===== config.mk =====
export PLATFORM = sky130hd
export DESIGN_NAME = mmio_uart_tx
export DESIGN_NICKNAME = d
export VERILOG_FILES = /design/src/rtl/mmio_uart_tx.sv
export SDC_FILE = /design/constraint.sdc
export NUM_CORES = 1
export LEC_CHECK = 0
export ABC_AREA = 1
export CAP_MARGIN = 20
export CELL_PAD_IN_SITES_DETAIL_PLACEMENT = 0
export CELL_PAD_IN_SITES_GLOBAL_PLACEMENT = 1
export CORE_UTILIZATION = 35
export CTS_CLUSTER_DIAMETER = 50
export DETAILED_ROUTE_END_ITERATION = 12
export PLACE_DENSITY = 0.8
export SKIP_CTS_REPAIR_TIMING = 1
export SLEW_MARGIN = 40
export SYNTH_ARGS = -nofsm -noshare
export SYNTH_HDL_FRONTEND = slang
export SYNTH_SLANG_ARGS = --single-unit

===== constraint.sdc =====
create_clock -name clk -period 2.12 [get_ports clk]
set_input_delay 0.53 -clock clk [delete_from_list [all_inputs] [get_ports clk]]
set_output_delay 0.53 -clock clk [all_outputs]
set_load 0.01 [all_outputs]

===== src/rtl/mmio_uart_tx.sv =====
// Memory-mapped 8N1 UART transmitter that snoops processor byte stores
// to TX_ADDR into a FIFO and clears its sticky overflow flag on stores to CTRL_ADDR.
module mmio_uart_tx #(
    parameter logic [31:0] TX_ADDR      = 32'h0000_0100,
    parameter logic [31:0] CTRL_ADDR    = 32'h0000_0104,
    parameter int          DEPTH        = 8,
    parameter int          CLKS_PER_BIT = 4
) (
    input  logic                       clk,
    input  logic                       reset,
    input  logic                       MemWrite,
    input  logic [31:0]                ALUResult,
    input  logic [31:0]                WriteData,
    output logic                       tx,
    output logic                       busy,
    output logic                       fifo_empty,
    output logic                       fifo_full,
    output logic [$clog2(DEPTH):0]     fifo_count,
    output logic                       overflow
);

    localparam int PW  = $clog2(DEPTH);
    localparam int CW  = PW + 1;
    localparam int CKW = (CLKS_PER_BIT > 1) ? $clog2(CLKS_PER_BIT) : 1;

    localparam logic [CW-1:0]  DEPTH_C  = CW'(DEPTH);
    localparam logic [CKW-1:0] CNT_LAST = CKW'(CLKS_PER_BIT - 1);

    localparam logic [1:0] S_IDLE  = 2'd0;
    localparam logic [1:0] S_START = 2'd1;
    localparam logic [1:0] S_DATA  = 2'd2;
    localparam logic [1:0] S_STOP  = 2'd3;

    logic [7:0]     mem_q [DEPTH];
    logic [PW-1:0]  wr_ptr_q, wr_ptr_d;
    logic [PW-1:0]  rd_ptr_q, rd_ptr_d;
    logic [CW-1:0]  count_q, count_d;
    logic           ovf_q, ovf_d;
    logic [1:0]     state_q, state_d;
    logic [CKW-1:0] clk_cnt_q, clk_cnt_d;
    logic [2:0]     bit_idx_q, bit_idx_d;
    logic [7:0]     shift_q, shift_d;

    logic push_req, push_ok, drop, ctrl_wr, pop, bit_done, empty;
    logic unused_wdata;

    assign unused_wdata = ^WriteData[31:8];

    assign empty    = (count_q == '0);
    assign push_req = MemWrite && (ALUResult == TX_ADDR);
    assign ctrl_wr  = MemWrite && (ALUResult == CTRL_ADDR);
    assign bit_done = (clk_cnt_q == CNT_LAST);
    assign pop      = !empty && ((state_q == S_IDLE) || ((state_q == S_STOP) && bit_done));
    // A full FIFO still accepts a byte when the head leaves on the same edge.
    assign push_ok  = push_req && ((count_q != DEPTH_C) || pop);
    assign drop     = push_req && !push_ok;

    always_comb begin
        wr_ptr_d = push_ok ? wr_ptr_q + 1'b1 : wr_ptr_q;
        rd_ptr_d = pop ? rd_ptr_q + 1'b1 : rd_ptr_q;
        count_d  = count_q;
        case ({push_ok, pop})
            2'b10:   count_d = count_q + 1'b1;
            2'b01:   count_d = count_q - 1'b1;
            default: count_d = count_q;
        endcase
        ovf_d = ovf_q;
        if (ctrl_wr) ovf_d = 1'b0;
        else if (drop) ovf_d = 1'b1;
    end

    always_comb begin
        state_d   = state_q;
        clk_cnt_d = clk_cnt_q;
        bit_idx_d = bit_idx_q;
        shift_d   = shift_q;
        case (state_q)
            S_IDLE: begin
                if (!empty) begin
                    state_d   = S_START;
                    clk_cnt_d = '0;
                    shift_d   = mem_q[rd_ptr_q];
                end
            end
            S_START: begin
                if (bit_done) begin
                    state_d   = S_DATA;
                    clk_cnt_d = '0;
                    bit_idx_d = '0;
                end else begin
                    clk_cnt_d = clk_cnt_q + 1'b1;
                end
            end
            S_DATA: begin
                if (bit_done) begin
                    clk_cnt_d = '0;
                    if (bit_idx_q == 3'd7) state_d = S_STOP;
                    else bit_idx_d = bit_idx_q + 1'b1;
                end else begin
                    clk_cnt_d = clk_cnt_q + 1'b1;
                end
            end
            default: begin
                if (bit_done) begin
                    clk_cnt_d = '0;
                    if (!empty) begin
                        state_d = S_START;
                        shift_d = mem_q[rd_ptr_q];
                    end else begin
                        state_d = S_IDLE;
                    end
                end else begin
                    clk_cnt_d = clk_cnt_q + 1'b1;
                end
            end
        endcase
    end

    always_ff @(posedge clk or negedge reset) begin
        if (!reset) begin
            wr_ptr_q  <= '0;
            rd_ptr_q  <= '0;
            count_q   <= '0;
            ovf_q     <= 1'b0;
            state_q   <= S_IDLE;
            clk_cnt_q <= '0;
            bit_idx_q <= '0;
            shift_q   <= '0;
        end else begin
            wr_ptr_q  <= wr_ptr_d;
            rd_ptr_q  <= rd_ptr_d;
            count_q   <= count_d;
            ovf_q     <= ovf_d;
            state_q   <= state_d;
            clk_cnt_q <= clk_cnt_d;
            bit_idx_q <= bit_idx_d;
            shift_q   <= shift_d;
        end
    end

    always_ff @(posedge clk) begin
        if (push_ok) mem_q[wr_ptr_q] <= WriteData[7:0];
    end

    // tx decodes straight from state so an async reset drives the line high at once.
    always_comb begin
        case (state_q)
            S_START: tx = 1'b0;
            S_DATA:  tx = shift_q[bit_idx_q];
            default: tx = 1'b1;
        endcase
    end

    assign busy       = (state_q != S_IDLE);
    assign fifo_empty = empty;
    assign fifo_full  = (count_q == DEPTH_C);
    assign fifo_count = count_q;
    assign overflow   = ovf_q;

endmodule


==> results.yml, run 1 <==
yosys:
  synth_compound_area_frac: 0.101
  ys.warnings.count: 0
  muxShareOfSynthArea: 0.0271
  synth_fa_ha_area_frac: 0.0389
  synthXorXnorAreaFrac: 0.0108
  syn_avg_cell_area_um2: 11.1
  synth_fp_nets: 444
  synth_top_area_cell: "edfxtp_1"
  ys_seq_area_frac: 0.634
  synth_top_area_frac: 0.474
  synth_area_mm2: 0.00406
  synth.ff_latch_count: 90
  synth_top_family_by_area: "simple AND/OR/NAND/NOR gates"
  synth_area_leaders: "edfxtp_1, dfrtp_1, nor2_1"
  yosys.area_share.simple: 0.142
  synthCells: 365
  ys_types: 32
die:
  die_h_um: 110
  start_util: 0.366
  dieArea_mm2: 0.0120
  row_count: 38
  coreArea_mm2: 0.0111
  ioPinCount: 76
  die_x_um: 110
clock_network:
  cts.sinks: 90
  clk_pin_slew_ns: 0.07
  numCtsBuffers: 9
  cts_root_buf: "clkbuf_16"
  cts_buffer_depth: 2
  h-tree-depth: 3
  cts_tree: "yes"
  clk_latency_ns: 0.34
worst_setup_path:
  required_ns: 1.59
  crit_path_end: "tx"
  critPathMaxFanout: 5
  reg2reg_depth: 17
  r2r_setup_slack_ns: 0.15
  r2r_start: "state_q[1]"
  cp-start-kind: "register"
  worstSetupPathType: "register to output port"
  critPathSlowestCell: "dfrtp_1"
  critPathMaxStageDelay_ns: 0.42
  worstPathCellList: "buf_4 -> ha_2 -> nor2_1 -> inv_1 -> nand2_1 -> clkbuf_2"
  cp.arrival_ns: 1.49
  crit_path_start: "state_q[1]"
  r2r_end: "fifo_count[3]"
  endpoint_kind: "output port"
placed_design:
  dp_hpwl_um: 5700
  place_congestion: 0.764
  placedCellCount: 569
  io_buffers: 51
  placed_area_mm2: 0.00487
pwr:
  ir_worst_vdd_mv: 0.434
  power_leakage_nw: 2.34
  power_per_cell_area_mw_per_mm2: 668
  intPower_mw: 2.79
  p_switching_mw: 0.778
  p_comb_frac: 0.030
  power_mw: 3.57
  switching_share: 0.218
  p_clk_frac: 0.442
  seqPwrFrac: 0.529
grt:
  grt-ovfl-total: 0
  grtUsageTotal: 0.156
  grt_pass1_wl_um: 13700
  grt_antenna_before_repair: 0
  grt_max_degree: 35
  grt_pass1_vias: 2808
drt:
  first_iter_violations: 194
  drc: 0
  postRouteAntennaNets: 0
  dr.pass1.iters: 4
  wl_per_cell_um: 14.6
  viasPerCell: 4.81
  finalWirelength_um: 8570
  vias: 2826
cells_and_area:
  mostFrequentLayoutCell: "edfxtp_1"
  diodes: 0
  final_area_mm2: 0.00534
  fillerInstances: 986
  multi_input_area_mm2: 0.00135
  stdcell_count: 588
  final_cell_mix: "edfxtp_1, nor2_1, nand2_1"
  area_delta_synth_final_pct: 31.5
  layout-drive-gt1-share: 0.170
  nets: 522
  ff_latch_area_mm2: 0.00257
  fin_util: 0.482
flow_run:
  maxCapViolations: 0
hold_path:
  hp-class: "register to register"
  hold_depth: 2
sta:
  finalSetupTns_ns: 0
  fin_crit_sh: 0.952
  slew_viol_final: 0
  setup_viol: 0
  min_period_ns: 2.02
  skew_ns: 0.0130
  relSlewSlack: 0.707
  hold_viol: 0
  max_freq_mhz: 496
  worstMarginPinSlew_ns: 0.440
run_status:
  status: "complete, no violations"
[flip-flops by register name (all words and copies together) (netlist names)]
name	cells
rd_ptr_q	3
fifo_count	4
bit_idx_q	3
overflow	1
state_q	2
wr_ptr_q	3
mem_q	64
shift_q	8
clk_cnt_q	2
[cell usage after synthesis]
| library cell | instances |
|---|---|
| inv_1 | 33 |
| dfrtp_1 | 26 |
| nor2_2 | 1 |
| buf_2 | 6 |
| o22ai_1 | 7 |
| edfxtp_1 | 64 |
| fa_1 | 1 |
| nand4_2 | 1 |
| nor2_1 | 54 |
| nand2_4 | 2 |
| mux2i_1 | 11 |
| clkbuf_1 | 5 |
| nand2_1 | 41 |
| o21ai_1 | 1 |
| o211ai_1 | 2 |
| inv_2 | 4 |
| a211oi_1 | 1 |
| xnor2_1 | 1 |
| a21oi_1 | 6 |
| ha_1 | 11 |
| o32ai_1 | 2 |
| nor2_8 | 1 |
| a22o_1 | 1 |
| nor3_1 | 8 |
| nand4_1 | 1 |
| o21a_1 | 1 |
| o21ai_0 | 39 |
| o21ai_2 | 1 |
| nand2_2 | 6 |
| xor2_1 | 4 |
| o221ai_1 | 8 |
| nand3_1 | 15 |
[worst max-delay path, delay by kind of cell (launching register included)]
family,cells,cell delay (ns)
DFF,1,0.42
buffers and inverters,3,0.35
and+or+nand+nor,2,0.19
adders and majority gates,1,0.19
[cell families after synthesis]
logic type      after synthesis
buf+inv                      48
xor+xnor                      5
mux                          11
fa+ha+maj                    12
simple gates                130
flops                        90
compound gates               69
[cell type report]
cell class,count,share of cell area
clock buffer,9,0.0422
multi-input combinational,227,0.253
clock inverter,7,0.0143
tap,140,0.0328
sequential,90,0.482
inverter,37,0.0265
timing repair buffer,78,0.149
[worst min-delay path by stage]
stage                           from            to
after floorplan                reset  bit_idx_q[0]
after global placement    shift_q[7]    shift_q[7]
after detailed placement  shift_q[4]    shift_q[4]
after CTS                 shift_q[4]    shift_q[4]
after global routing      shift_q[7]    shift_q[7]
final                     shift_q[4]    shift_q[4]
[layer usage]
| metal | vias to the layer above | wire [µm] | global-route usage |
|---|---|---|---|
| met4 | 0 | 77 | 0.0457 |
| met5 | - | 0 | 0 |
| met2 | 52 | 4330 | 0.268 |
| met1 | 1340 | 3810 | 0.195 |
| li1 | 1427 | - | - |
| met3 | 7 | 350 | 0.0356 |
[metrics by stage]
stage	setup slack, ns	hold slack, ns
finish	0.102	0.485
floorplan	-0.173	0.234
global route	-0.0675	0.495
CTS	-0.308	0.488
detailed placement	-0.476	0.470
global placement	-0.461	0.468
[power groups by stage]
stage / combinational (mW) / sequential (mW) / clock, mW
6_report: 0.106 / 1.89 / 1.57
3_5_place_dp: 0.115 / 1.92 / 0
3_3_place_gp: 0.112 / 1.92 / 0
5_1_grt: 0.117 / 1.88 / 1.68
4_1_cts: 0.115 / 1.89 / 1.60
2_1_floorplan: 0.0101 / 1.92 / 0
(Power assumes the default switching activity.)
==> inputs of run 2 (changes only) <==
SETUP_SLACK_MARGIN = 0.2   (was unset)
==> results.yml, run 2 (synthesized netlist as in run 1, its figures left out) <==
run_status:
  status: "complete, no violations"
worst_setup_path:
  critPathSlowestCell: "dfrtp_2"
  required_ns: 2.35
  path_common_cell: "inv_2"
  cp-start-kind: "register"
  worstPathCellList: "inv_2 -> ha_4 -> inv_2 -> o21ai_2 -> nand2_2 -> inv_2 -> nand2_4 -> buf_4 -> buf_4 -> fa_1 -> xnor2_1 -> nand2_1 -> o21ai_0"
  endpoint_kind: "register"
  worstSetupPathType: "register to register"
  cp.arrival_ns: 2.28
  critPathMaxFanout: 4
  critPathMaxStageDelay_ns: 0.45
placed_design:
  io_buffers: 51
  dp_hpwl_um: 5690
  place_congestion: 0.767
  placedCellCount: 571
  placed_area_mm2: 0.00501
sta:
  setup_viol: 0
  worstMarginPinSlew_ns: 0.436
  slew_viol_final: 0
  fin_crit_sh: 0.969
  fin_hold_ws_ns: 0.481
  min_period_ns: 2.05
  hold_viol: 0
  max_freq_mhz: 487
  rsz0062_at_grt: "true"
  skew_ns: 0.0105
  relSlewSlack: 0.709
pwr:
  power_leakage_nw: 2.46
  p_clk_frac: 0.443
  seqPwrFrac: 0.526
  power_mw: 3.58
  power_per_cell_area_mw_per_mm2: 640
  switching_share: 0.221
  p_comb_frac: 0.031
  p_switching_mw: 0.791
  intPower_mw: 2.79
  ir_worst_vdd_mv: 0.454
drt:
  drc: 0
  first_iter_violations: 184
  dr.pass1.iters: 4
  postRouteAntennaNets: 0
  finalWirelength_um: 8590
  wl_per_cell_um: 14.4
  vias: 2874
  viasPerCell: 4.81
grt:
  grt_pass1_wl_um: 13000
  grt.met1_usage: 0.182
  grtUsageMet2: 0.248
  top_usage_layer: "met2"
  grt-ovfl-total: 0
  grt_pass1_vias: 2665
  grtUsageTotal: 0.145
  grt_antenna_before_repair: 0
  grt_max_degree: 35
  use_met3: 0.0344
cells_and_area:
  layout-drive-gt1-share: 0.232
  diodes: 0
  largest_register_ffs: 64
  area_delta_synth_final_pct: 37.9
  multi_input_area_mm2: 0.00150
  fillerInstances: 951
  regMostFlops: "mem_q"
  final_cell_mix: "edfxtp_1, nor2_1, nand2_1"
  fin_util: 0.505
  final_area_mm2: 0.00560
  nets: 531
  stdcell_count: 597
  mostFrequentLayoutCell: "edfxtp_1"
  ff_latch_area_mm2: 0.00258
hold_path:
  hp-class: "register to register"
die:
  die_h_um: 110
  ioPinCount: 76
  dieArea_mm2: 0.0120
  die_x_um: 110
  start_util: 0.366
  coreArea_mm2: 0.0111
  row_count: 38
clock_network:
  clk_pin_slew_ns: 0.07
  numCtsBuffers: 9
  cts.sinks: 90
  cts_buffer_depth: 2
  cts_tree: "yes"
  h-tree-depth: 3
  cts_root_buf: "clkbuf_16"
  clk_latency_ns: 0.34
flow_run:
  maxCapViolations: 0
-- run 2: path summary, 6_finish.rpt --
| path | startpoint | endpoint | slack, ns | cells after the start |
|---|---|---|---|---|
| min in group asynchronous | reset | fifo_count[2] | 0.56 | 2 |
| hold reg to reg | shift_q[7] | shift_q[7] | 0.48 | 2 |
| setup reg to reg | state_q[0] | fifo_count[2] | 0.07 | 13 |
| hold / removal | shift_q[7] | shift_q[7] | 0.48 | 2 |
| max in group asynchronous | reset | fifo_count[0] | 1.28 | 2 |
| setup / recovery | state_q[0] | fifo_count[2] | 0.07 | 13 |
-- run 2: cell type report --
| type | count | share of cell area |
|---|---|---|
| flip-flops and latches | 90 | 0.460 |
| multi-input cells | 227 | 0.268 |
| well taps | 140 | 0.0313 |
| clock inverters | 7 | 0.0143 |
| repair buffers | 87 | 0.160 |
| inverters | 37 | 0.0259 |
| clock buffers | 9 | 0.0402 |
-- run 2: metrics by stage --
stage / TNS, ns / worst slack (ns)
final: 0 / 0.0659
after global routing: -0.0664 / -0.0373
after CTS: -6.98 / -0.325
after detailed placement: -30.57 / -0.494
after global placement: -28.36 / -0.466
after floorplan: 0 / 0.0334
-- run 2: per-layer routing --
layer | part of all wire | vias up
li1 | - | 1451
met1 | 0.45 | 1368
met2 | 0.50 | 46
met3 | 0.032 | 9
met4 | 0.010 | 0
met5 | 0 | -
-- run 2: critical path: cells and delay by family, from the launching register on --
| family | cells | cell delay, ns |
|---|---|---|
| fa+ha+maj | 2 | 0.53 |
| compound gates | 2 | 0.11 |
| buf+inv | 5 | 0.51 |
| simple gates | 3 | 0.22 |
| xor+xnor | 1 | 0.14 |
| flops | 1 | 0.45 |
-- run 2: power groups by stage --
stage          clock, mW  combinational, mW  sequential, mW
6_report            1.59              0.110            1.89
3_3_place_gp           0              0.117            1.92
4_1_cts             1.62              0.121            1.89
2_1_floorplan          0             0.0122            1.92
5_1_grt             1.68              0.122            1.88
3_5_place_dp           0              0.121            1.92
